## src/rtl/circle_engine.sv

```systemverilog
// Midpoint circle-outline engine: latches centre/radius/colour on start, emits one
// clipped candidate pixel per clock across eight octants, then holds done until start drops.
module circle_engine #(
   parameter int SCREEN_W = 160,
   parameter int SCREEN_H = 120
) (
   input  logic       clk,
   input  logic       rst,
   input  logic       start,
   input  logic [7:0] centre_x,
   input  logic [6:0] centre_y,
   input  logic [7:0] radius,
   input  logic [2:0] colour,
   output logic       done,
   output logic [7:0] vga_x,
   output logic [6:0] vga_y,
   output logic [2:0] vga_colour,
   output logic       vga_plot
);

   typedef enum logic [1:0] {
      IDLE,
      DRAW,
      DONE
   } state_t;

   localparam logic signed [10:0] X_LIM = 11'(SCREEN_W);
   localparam logic signed [10:0] Y_LIM = 11'(SCREEN_H);

   state_t            state_reg, state_next;
   logic [7:0]        cx_reg, cx_next;
   logic [6:0]        cy_reg, cy_next;
   logic [2:0]        colour_reg, colour_next;
   logic signed [10:0] ox_reg, ox_next;
   logic signed [10:0] oy_reg, oy_next;
   logic signed [11:0] crit_reg, crit_next;
   logic [2:0]        oct_reg, oct_next;

   logic              done_reg, done_next;
   logic              plot_reg, plot_next;
   logic [7:0]        x_reg, x_next;
   logic [6:0]        y_reg, y_next;
   logic [2:0]        col_out_reg, col_out_next;

   logic signed [10:0] cx_s, cy_s;
   logic signed [10:0] cand_x [8];
   logic signed [10:0] cand_y [8];
   logic [7:0]         on_screen;

   assign cx_s = signed'({3'b000, cx_reg});
   assign cy_s = signed'({4'b0000, cy_reg});

   // Octant gi: odd octants swap ox/oy, octants 2..5 mirror x, octants 4..7 mirror y.
   generate
      for (genvar gi = 0; gi < 8; gi++) begin : g_oct
         localparam bit SWAP  = (gi % 2) == 1;
         localparam bit NEG_X = (gi >= 2) && (gi <= 5);
         localparam bit NEG_Y = (gi >= 4);
         logic signed [10:0] dx, dy;
         assign dx = SWAP ? oy_reg : ox_reg;
         assign dy = SWAP ? ox_reg : oy_reg;
         assign cand_x[gi] = NEG_X ? (cx_s - dx) : (cx_s + dx);
         assign cand_y[gi] = NEG_Y ? (cy_s - dy) : (cy_s + dy);
         assign on_screen[gi] = (cand_x[gi] >= 11'sd0) && (cand_x[gi] < X_LIM) &&
                                (cand_y[gi] >= 11'sd0) && (cand_y[gi] < Y_LIM);
      end
   endgenerate

   // Decision-variable update candidates, evaluated once per loop pass at octant 7.
   logic signed [10:0] oy_inc, ox_dec;
   logic signed [11:0] oy_inc_ext, ox_dec_ext;
   logic signed [11:0] crit_inside, crit_outside;
   logic               step_in;

   assign oy_inc       = oy_reg + 11'sd1;
   assign ox_dec       = ox_reg - 11'sd1;
   assign oy_inc_ext   = {oy_inc[10], oy_inc};
   assign ox_dec_ext   = {ox_dec[10], ox_dec};
   assign crit_inside  = crit_reg + (oy_inc_ext <<< 1) + 12'sd1;
   assign crit_outside = crit_reg + ((oy_inc_ext - ox_dec_ext) <<< 1) + 12'sd1;
   assign step_in      = (crit_reg <= 12'sd0);

   always_comb begin
      state_next   = state_reg;
      cx_next      = cx_reg;
      cy_next      = cy_reg;
      colour_next  = colour_reg;
      ox_next      = ox_reg;
      oy_next      = oy_reg;
      crit_next    = crit_reg;
      oct_next     = oct_reg;
      done_next    = 1'b0;
      plot_next    = 1'b0;
      x_next       = x_reg;
      y_next       = y_reg;
      col_out_next = col_out_reg;

      case (state_reg)
         IDLE: begin
            if (start) begin
               cx_next     = centre_x;
               cy_next     = centre_y;
               colour_next = colour;
               ox_next     = signed'({3'b000, radius});
               oy_next     = 11'sd0;
               crit_next   = 12'sd1 - signed'({4'b0000, radius});
               oct_next    = 3'd0;
               state_next  = DRAW;
            end
         end
         DRAW: begin
            plot_next = on_screen[oct_reg];
            if (on_screen[oct_reg]) begin
               x_next       = cand_x[oct_reg][7:0];
               y_next       = cand_y[oct_reg][6:0];
               col_out_next = colour_reg;
            end
            oct_next = oct_reg + 3'd1;
            if (oct_reg == 3'd7) begin
               oy_next = oy_inc;
               if (step_in) begin
                  crit_next = crit_inside;
               end else begin
                  ox_next   = ox_dec;
                  crit_next = crit_outside;
               end
               if (oy_inc > (step_in ? ox_reg : ox_dec)) begin
                  state_next = DONE;
               end
            end
         end
         DONE: begin
            // Held start keeps done asserted; a new drawing needs a pass through IDLE.
            if (start) begin
               done_next = 1'b1;
            end else begin
               state_next = IDLE;
            end
         end
         default: state_next = IDLE;
      endcase
   end

   always_ff @(posedge clk) begin
      if (rst) begin
         state_reg   <= IDLE;
         cx_reg      <= '0;
         cy_reg      <= '0;
         colour_reg  <= '0;
         ox_reg      <= '0;
         oy_reg      <= '0;
         crit_reg    <= '0;
         oct_reg     <= '0;
         done_reg    <= 1'b0;
         plot_reg    <= 1'b0;
         x_reg       <= '0;
         y_reg       <= '0;
         col_out_reg <= '0;
      end else begin
         state_reg   <= state_next;
         cx_reg      <= cx_next;
         cy_reg      <= cy_next;
         colour_reg  <= colour_next;
         ox_reg      <= ox_next;
         oy_reg      <= oy_next;
         crit_reg    <= crit_next;
         oct_reg     <= oct_next;
         done_reg    <= done_next;
         plot_reg    <= plot_next;
         x_reg       <= x_next;
         y_reg       <= y_next;
         col_out_reg <= col_out_next;
      end
   end

   assign done       = done_reg;
   assign vga_plot   = plot_reg;
   assign vga_x      = x_reg;
   assign vga_y      = y_reg;
   assign vga_colour = col_out_reg;

endmodule

```

## config.mk

```make
export PLATFORM = sky130hd
export DESIGN_NAME = circle_engine
export DESIGN_NICKNAME = d
export VERILOG_FILES = /design/src/rtl/circle_engine.sv
export SDC_FILE = /design/constraint.sdc
export NUM_CORES = 1
export LEC_CHECK = 0
export CORE_MARGIN = 3
export CORE_UTILIZATION = 25
export DETAILED_ROUTE_END_ITERATION = 12
export GPL_TIMING_DRIVEN = 0
export PLACE_DENSITY = 0.36
export SLEW_MARGIN = 20
export SYNTH_ARGS = -nofsm -noshare
export SYNTH_HDL_FRONTEND = slang
export SYNTH_SLANG_ARGS = --single-unit
```

## constraint.sdc

```tcl
create_clock -name clk -period 5.35 [get_ports clk]
set_input_delay 1.07 -clock clk [delete_from_list [all_inputs] [get_ports clk]]
set_output_delay 1.07 -clock clk [all_outputs]
set_load 0.1 [all_outputs]
```

==> summary.md, run 1 <==
| Metric | Value |
|---|---|
| Share of layout cells above drive strength 1 | `5.68%` |
| CTS clk-pin slew, worst paths | `80 ps` |
| Status | `finished, final reports clean` |
| Critical Path AT | `between 5000 and 6000 ps` |
| Clock buffer depth | `2` |
| Syn nets | `1,328` |
| Initial antenna violation count | `0` |
| Clock Skew | `about 13 ps` |
| Routed vias | `between 8,000 and 9,000` |
| Post-synth EDFFs | `0` |
| Die area | `37,900 um2` |
| CORE AREA | `approximately 35,000 um2` |
| Post-synthesis average cell area | `7.52 um2` |
| Area grow syn2layout | `15.6%` |
| CP Capture Type | `register` |
| Area share of the largest cell type after synthesis | `between 10% and 20%` |
| Leak pwr | `4.08 nW` |
| Vias in the first global route | `just under 9,000` |
| Hold Fails Final Rpt | `0` |
| Hold/Removal Path Class | `register to register` |
| Pin count of the biggest net entering global routing | `15` |
| Gate Count Post-Synth | `roughly 1,200` |
| Synth cell types | `77` |
| Share of the yosys chip area belonging to registers | `approximately 17%` |
| Critical Path Source Type | `register` |
| Routability cong. | `~0.85` |
| Die W | `about 190 um` |
| Chip height | `195 um` |
| Root buffer cell | `clkbuf_16` |
| Commonest cells after routing, fill and taps aside | `nor2_1 (139), ha_1 (105), nand2_1 (104), a21oi_1 (99), dfxtp_1 (74)` |
| Vias/cell | `~5.2` |
| Io pins | `49` |
| Hpwl dp | `29,400 um` |
| Wire per inst | `21.8 um` |
| DRC | `0` |
| Pre-Repair DR Iteration Count | `5` |
| GRT Total Usage | `19.7%` |
| Worst slew margin | `25.2%` |
| RSZ-0062 raised after global routing | `no` |
| Final net count | `around 1,400` |
| Initial Utilization | `roughly 26%` |
| Cts-stage hold buffer count | `0` |
| Maximum vdd drop | `between 0.0003 and 0.0004 V` |
| CTS Sinks | `between 70 and 80` |
| Routed Antenna Nets | `0` |
| Remaining global-route overflow | `0` |
| Asr flop ratio synth | `0%` |
| Mapped Area | `just under 9000 um2` |
| Req. time, crit path | `~5600 ps` |
| Fmax | `between 200 and 250 MHz` |
| Total Power | `5.40 mW` |
| Commonest non-fill, non-tap cell in the layout | `nor2_1` |
| Max reg flops | `12` |
| Crit path kind | `register to register` |
| Finished Core Util | `between 20% and 30%` |
| ANT cells | `0` |
| Yosys warns | `0` |
| Initial drt markers | `roughly 530` |
| Largest area contributor in the netlist | `dfxtp_1` |
| Max-slew violation count | `0` |
| Power Dens Cells | `around 520 nW/um2` |
| Tmin final | `4980 ps` |
| Max Cap Viol | `0` |
| Setup violations, final | `0` |
| Post-synth top flop | `dfxtp_1` |
| Max FO, Critical Path | `8` |
| Synth top area cells | `dfxtp_1 (17%), ha_1 (15%), xnor2_1 (6.6%)` |
| CTS Buf Count | `9` |
| First-pass GRT wire length | `about 56,000 um` |
| Port bufs | `48` |
| CTS tree | `yes` |
| Period utilisation layout | `between 90% and 100%` |
| Final WL | `around 37,000 um` |
| Num rows | `68` |
| Register bit count reported by yosys | `77` |
| Least-Margin Pin Slew | `approximately 1100 ps` |
| H-Tree Depth | `3` |
| Clock latency at the later pin of the worst-skew pair | `approximately 380 ps` |
-- report_power, final --
group	switching, mW	internal (mW)	leakage (nW)
Sequential	0.186	0.691	0.630
Clock	0.310	0.366	0.140
Combinational	2.43	1.42	3.31
Total	2.92	2.48	4.08
-- repair_timing --
item                       in CTS  in global routing
buffers inserted                0                  1
setup endpoints to repair       1                  1
gates resized for setup         3                  3
-- worst max-delay path, cell delays in order (launching register included) --
cell	delay, ps
dfxtp_1	690
ha_1	330
nand3_1	200
xnor2_1	450
ha_1	230
inv_1	90
a2111oi_2	470
o21ai_0	190
nand2_1	120
xor2_1	200
ha_1	310
and3_1	200
a211o_1	330
a21o_1	200
a21oi_1	160
xor3_1	440
a31oi_1	170
nor3_1	60
-- area by class of cell --
cell class / instances / area (um2)
multi-input cells: 980 / 6860
inverters: 62 / 236
repair buffers: 50 / 499
plain buffers: 64 / 278
clock inverters: 6 / 71.3
clock buffers: 10 / 229
fillers: 3812 / 24500
flip-flops and latches: 77 / 1550
well taps: 455 / 569
-- synthesized netlist by cell type (7+ instances only) --
cell      instances
a211o_1           9
a211oi_1         26
a21o_1           15
a21oi_1          99
a22oi_1          13
a31oi_1          17
and3_1           11
buf_2             7
clkbuf_1         46
dfxtp_1          77
fa_1             11
ha_1            105
inv_1            60
mux2i_1           9
nand2_1         104
nand2b_1         16
nand3_1          23
nand4_1          11
nor2_1          139
nor2b_1          27
nor3_1           34
nor4_1           10
o211ai_1         12
o21a_1           11
o21ai_0          52
o22ai_1           8
o31ai_1          20
or3_1             8
xnor2_1          67
xor2_1           25
-- worst paths after layout --
check	from	end	slack [ps]	depth (start not counted)
setup / recovery	g_oct[0].dy[1]$_SDFFE_PP0P_	crit_reg[11]$_SDFFE_PP0P_	370	17
hold / removal	colour_reg[2]$_SDFFE_PP0P_	colour_reg[2]$_SDFFE_PP0P_	470	2
setup reg to reg	g_oct[0].dy[1]$_SDFFE_PP0P_	crit_reg[11]$_SDFFE_PP0P_	370	17
hold reg to reg	colour_reg[2]$_SDFFE_PP0P_	colour_reg[2]$_SDFFE_PP0P_	470	2
-- per-layer routing --
layer / wire length [um] / up-vias / global-route usage [%]
li1: - / 4376 / -
met1: 16900 / 4254 / 25.0
met2: 18700 / 154 / 35.6
met3: 1020 / 23 / 2.48
met4: 502 / 0 / 4.10
met5: 0 / - / 0
-- stage by stage --
step | cells | hold slack [ps] | setup slack (ps) | TNS [ps] | cell area (um2)
global route | 1704 | 490 | 34.5 | 0 | 10300
finish | 1704 | 470 | 375 | 0 | 10300
floorplan | 1183 | 437 | 1130 | 0 | 8900
global placement | 1686 | 460 | -508 | -508 | 9950
CTS | 1703 | 477 | 38.3 | 0 | 10300
detailed placement | 1687 | 463 | -479 | -479 | 9960
-- logic make-up (layout without fill, tap and decap cells) --
logic type | count (synthesis) | after routing | share of synthesized area, %
DFF | 77 | 77 | 17.3
xor gates and xnor gates | 93 | 93 | 9.32
adders and majority gates | 116 | 116 | 17.2
buffers and inverters | 126 | 192 | 5.74
AOI/OAI and AO/OA | 338 | 338 | 25.2
and+or+nand+nor | 412 | 412 | 21.9
muxes | 21 | 21 | 3.29
Power figures use the tool's default switching activity.
==> run 2: changes to the inputs <==
==> constraint.sdc (replaced) <==
create_clock -name clk -period 5.8 [get_ports clk]
set_input_delay 1.16 -clock clk [delete_from_list [all_inputs] [get_ports clk]]
set_output_delay 1.16 -clock clk [all_outputs]
set_load 0.1 [all_outputs]
==> run 2 against run 1 <==
Against the previous run:
- count of clock-buffer cells in the layout is the same
- worst hold slack is essentially flat
- maximum frequency shrank 7.6%
==> summary.md, run 2 (synthesis gave the netlist of run 1 again) <==
| Metric | Value |
|---|---|
| Clock buffer depth | `2 (unchanged)` |
| Die area | `37,900 um2 (unchanged)` |
| CP Capture Type | `register` |
| Routability cong. | `0.854 (unchanged)` |
| Worst path slowest cell | `dfxtp_1` |
| DRC | `0 (unchanged)` |
| Sequential share of power | `16.2% (about the same)` |
| Fmax | `186 MHz (-7.6%)` |
| Worst-path cell chain | `ha_1 -> nand3_1 -> xnor2_1 -> ha_1 -> inv_1 -> a2111oi_1 -> o21ai_0 -> nand2_1 -> xor2_1 -> ha_1 -> and3_1 -> a211o_1 -> a21o_1 -> a21oi_1 -> xor3_1 -> a31oi_1 -> nor3_1` |
| Routed vias | `8,819 (+0.14%)` |
| Fin Hold WS | `470 ps (-0.0490 ps)` |
| Die W | `195 um (unchanged)` |
| Power Dens Cells | `484 nW/um2 (-7.9%)` |
| Share of layout cells above drive strength 1 | `5.29% (-0.40 points)` |
| Root buffer cell | `clkbuf_16` |
| Num rows | `68 (unchanged)` |
| Max Cap Viol | `0 (unchanged)` |
| Area grow syn2layout | `15.4%` |
| Period utilisation layout | `92.9% (-0.12 points)` |
| Setup TNS | `0 ps (unchanged)` |
| Final net count | `1,388 (-0.072%)` |
| Crit path kind | `register to register` |
| Clock Skew | `12.6 ps (-0.288 ps)` |
| Comb pwr share | `71.2% (about the same)` |
| Hpwl dp | `29,400 um (unchanged)` |
| Wire per inst | `21.8 um (about the same)` |
| Switching Fraction | `54.1% (-0.057 points)` |
| Worst path most repeated cell | `ha_1` |
| RSZ-0062 raised after global routing | `no` |
| Pre-Repair DR Iteration Count | `5 (unchanged)` |
| Worst Path Buf+Inv | `1 (unchanged)` |
| Remaining global-route overflow | `0 (unchanged)` |
| Worst slew margin | `26.6% (+1.3 points)` |
| Commonest non-fill, non-tap cell in the layout | `nor2_1` |
| ANT cells | `0 (unchanged)` |
| Finished Core Util | `29.5% (-0.054 points)` |
| Hold Fails Final Rpt | `0 (unchanged)` |
| Reg2reg path depth | `17 (unchanged)` |
| FF-to-FF setup slack | `410 ps (+40 ps)` |
| Clock power share | `12.6% (about the same)` |
| Internal | `2.28 mW (-7.9%)` |
| Max stage delay on crit path | `860 ps (+170 ps)` |
| CP delay by family, top | `compound AO/OA/AOI/OAI gates` |
| CTS clk-pin slew, worst paths | `80 ps (about the same)` |
| First-pass GRT wire length | `56,400 um (unchanged)` |
| Initial drt markers | `504 (-4.0%)` |
| Setup violations, final | `0 (unchanged)` |
| CORE AREA | `34,800 um2 (unchanged)` |
| Least-Margin Pin Slew | `1100 ps (-20.1 ps)` |
| Vias in the first global route | `8,807 (unchanged)` |
| Clock latency at the later pin of the worst-skew pair | `380 ps (about the same)` |
| Final WL | `37,100 um (-0.13%)` |
| Maximum vdd drop | `0.000302 V (-7.6%)` |
| GRT Total Usage | `19.7% (unchanged)` |
| Critical Path AT | `5630 ps (+420 ps)` |
| Chip height | `195 um (unchanged)` |
| Hold/Removal Path Class | `register to register` |
| Critical Path End | `crit_reg[11]$_SDFFE_PP0P_` |
| Critical Path Source | `g_oct[0].dy[0]$_SDFFE_PP0P_` |
| RR Endpoint | `crit_reg[11]$_SDFFE_PP0P_` |
| Leak pwr | `4.07 nW (-0.11%)` |
| CTS Sinks | `77 (unchanged)` |
| Max-slew violation count | `0 (unchanged)` |
| Fillers | `3,815 (+0.079%)` |
| Crit path depth | `17 (unchanged)` |
| Pin count of the biggest net entering global routing | `15 (unchanged)` |
| Max FO, Critical Path | `12 (+4)` |
| Max reg flops | `12 (unchanged)` |
| CTS Buf Count | `9 (unchanged)` |
| Net Switching | `2.69 mW (-8.1%)` |
| Req. time, crit path | `6040 ps (+450 ps)` |
| Vias/cell | `5.18 (+0.20%)` |
| Io pins | `49 (unchanged)` |
| CTS tree | `yes` |
| Initial antenna violation count | `0 (unchanged)` |
| H-Tree Depth | `3 (unchanged)` |
| Status | `finished, final reports clean` |
| Initial Utilization | `25.6% (unchanged)` |
| Port bufs | `48 (unchanged)` |
| Reg2reg start | `g_oct[0].dy[0]$_SDFFE_PP0P_` |
| Tmin final | `5390 ps (+412 ps)` |
| Setup Fix Bufs, Post-CTS | `0 (unchanged)` |
| Critical Path Source Type | `register` |
| Commonest cells after routing, fill and taps aside | `nor2_1 (139), ha_1 (105), nand2_1 (104), a21oi_1 (99), dfxtp_1 (76)` |
| Routed Antenna Nets | `0 (unchanged)` |
==> run 2: cell count changes in the layout (fill, tap and decap cells not counted), sizes merged <==
| cell | change |
|---|---|
| inv | +1 |
| buf | -1 |
| clkinvlp | -1 |
==> run 2: worst min path at each step <==
| stage | from | end | slack (ps) | cells after the start |
|---|---|---|---|---|
| after detailed placement | colour_reg[2]$_SDFFE_PP0P_ | colour_reg[2]$_SDFFE_PP0P_ | 460 | 2 |
| after floorplan | colour_reg[0]$_SDFFE_PP0P_ | colour_reg[0]$_SDFFE_PP0P_ | 440 | 2 |
| final | colour_reg[2]$_SDFFE_PP0P_ | colour_reg[2]$_SDFFE_PP0P_ | 470 | 2 |
| after global placement | colour_reg[2]$_SDFFE_PP0P_ | colour_reg[2]$_SDFFE_PP0P_ | 460 | 2 |
| after global routing | colour_reg[2]$_SDFFE_PP0P_ | colour_reg[2]$_SDFFE_PP0P_ | 490 | 2 |
| after CTS | colour_reg[2]$_SDFFE_PP0P_ | colour_reg[2]$_SDFFE_PP0P_ | 480 | 2 |
==> run 2: per-stage QoR <==
stage | cell area [um2] | instances | total power, mW | worst slack [ps]
after floorplan | 8900 | 1183 | 3.34 | 1580
after global placement | 9950 | 1686 | 4.38 | -58.5
after detailed placement | 9960 | 1687 | 4.37 | -29.5
after CTS | 10300 | 1703 | 5.02 | 112
after global routing | 10300 | 1703 | 5.38 | 35.9
final | 10300 | 1703 | 4.97 | 413
==> run 2: power by group through the flow <==
stage | Sequential [mW] | Clock, mW | Combinational, mW
2_1_floorplan | 1.01 | 0 | 2.33
3_3_place_gp | 0.823 | 0 | 3.55
3_5_place_dp | 0.822 | 0 | 3.55
4_1_cts | 0.809 | 0.650 | 3.56
5_1_grt | 0.824 | 0.661 | 3.90
6_report | 0.806 | 0.625 | 3.53
==> run 2: worst min-delay path, delay by kind of cell, from the launching register on <==
family,cells,cell delay (ps)
AOI/OAI and AO/OA,1,50
and+or+nand+nor,1,50
DFF,1,320
==> run 2: routing by layer <==
metal / part of all wire (%) / global-route usage, % / vias up
met2: 50 / 35.6 / 149
li1: - / - / 4379
met1: 45 / 25.0 / 4266
met4: 1.4 / 4.10 / 0
met3: 3.0 / 2.48 / 25
met5: 0 / 0 / -
==> run 2: what timing repair did <==
item	CTS	global route
hold buffers	0	0
pin swaps	0	0
setup endpoints to repair	1	1
resized for setup	1	1
==> run 2: area by class of cell <==
type	count	area [um2]	area share, %
clock inverters	6	71.3	0.695
flip-flops and latches	77	1540	15.0
inverters	62	233	2.27
multi-input cells	980	6850	66.7
clock buffers	10	229	2.23
well taps	455	569	5.55
plain buffers	64	278	2.71
repair buffers	49	492	4.79
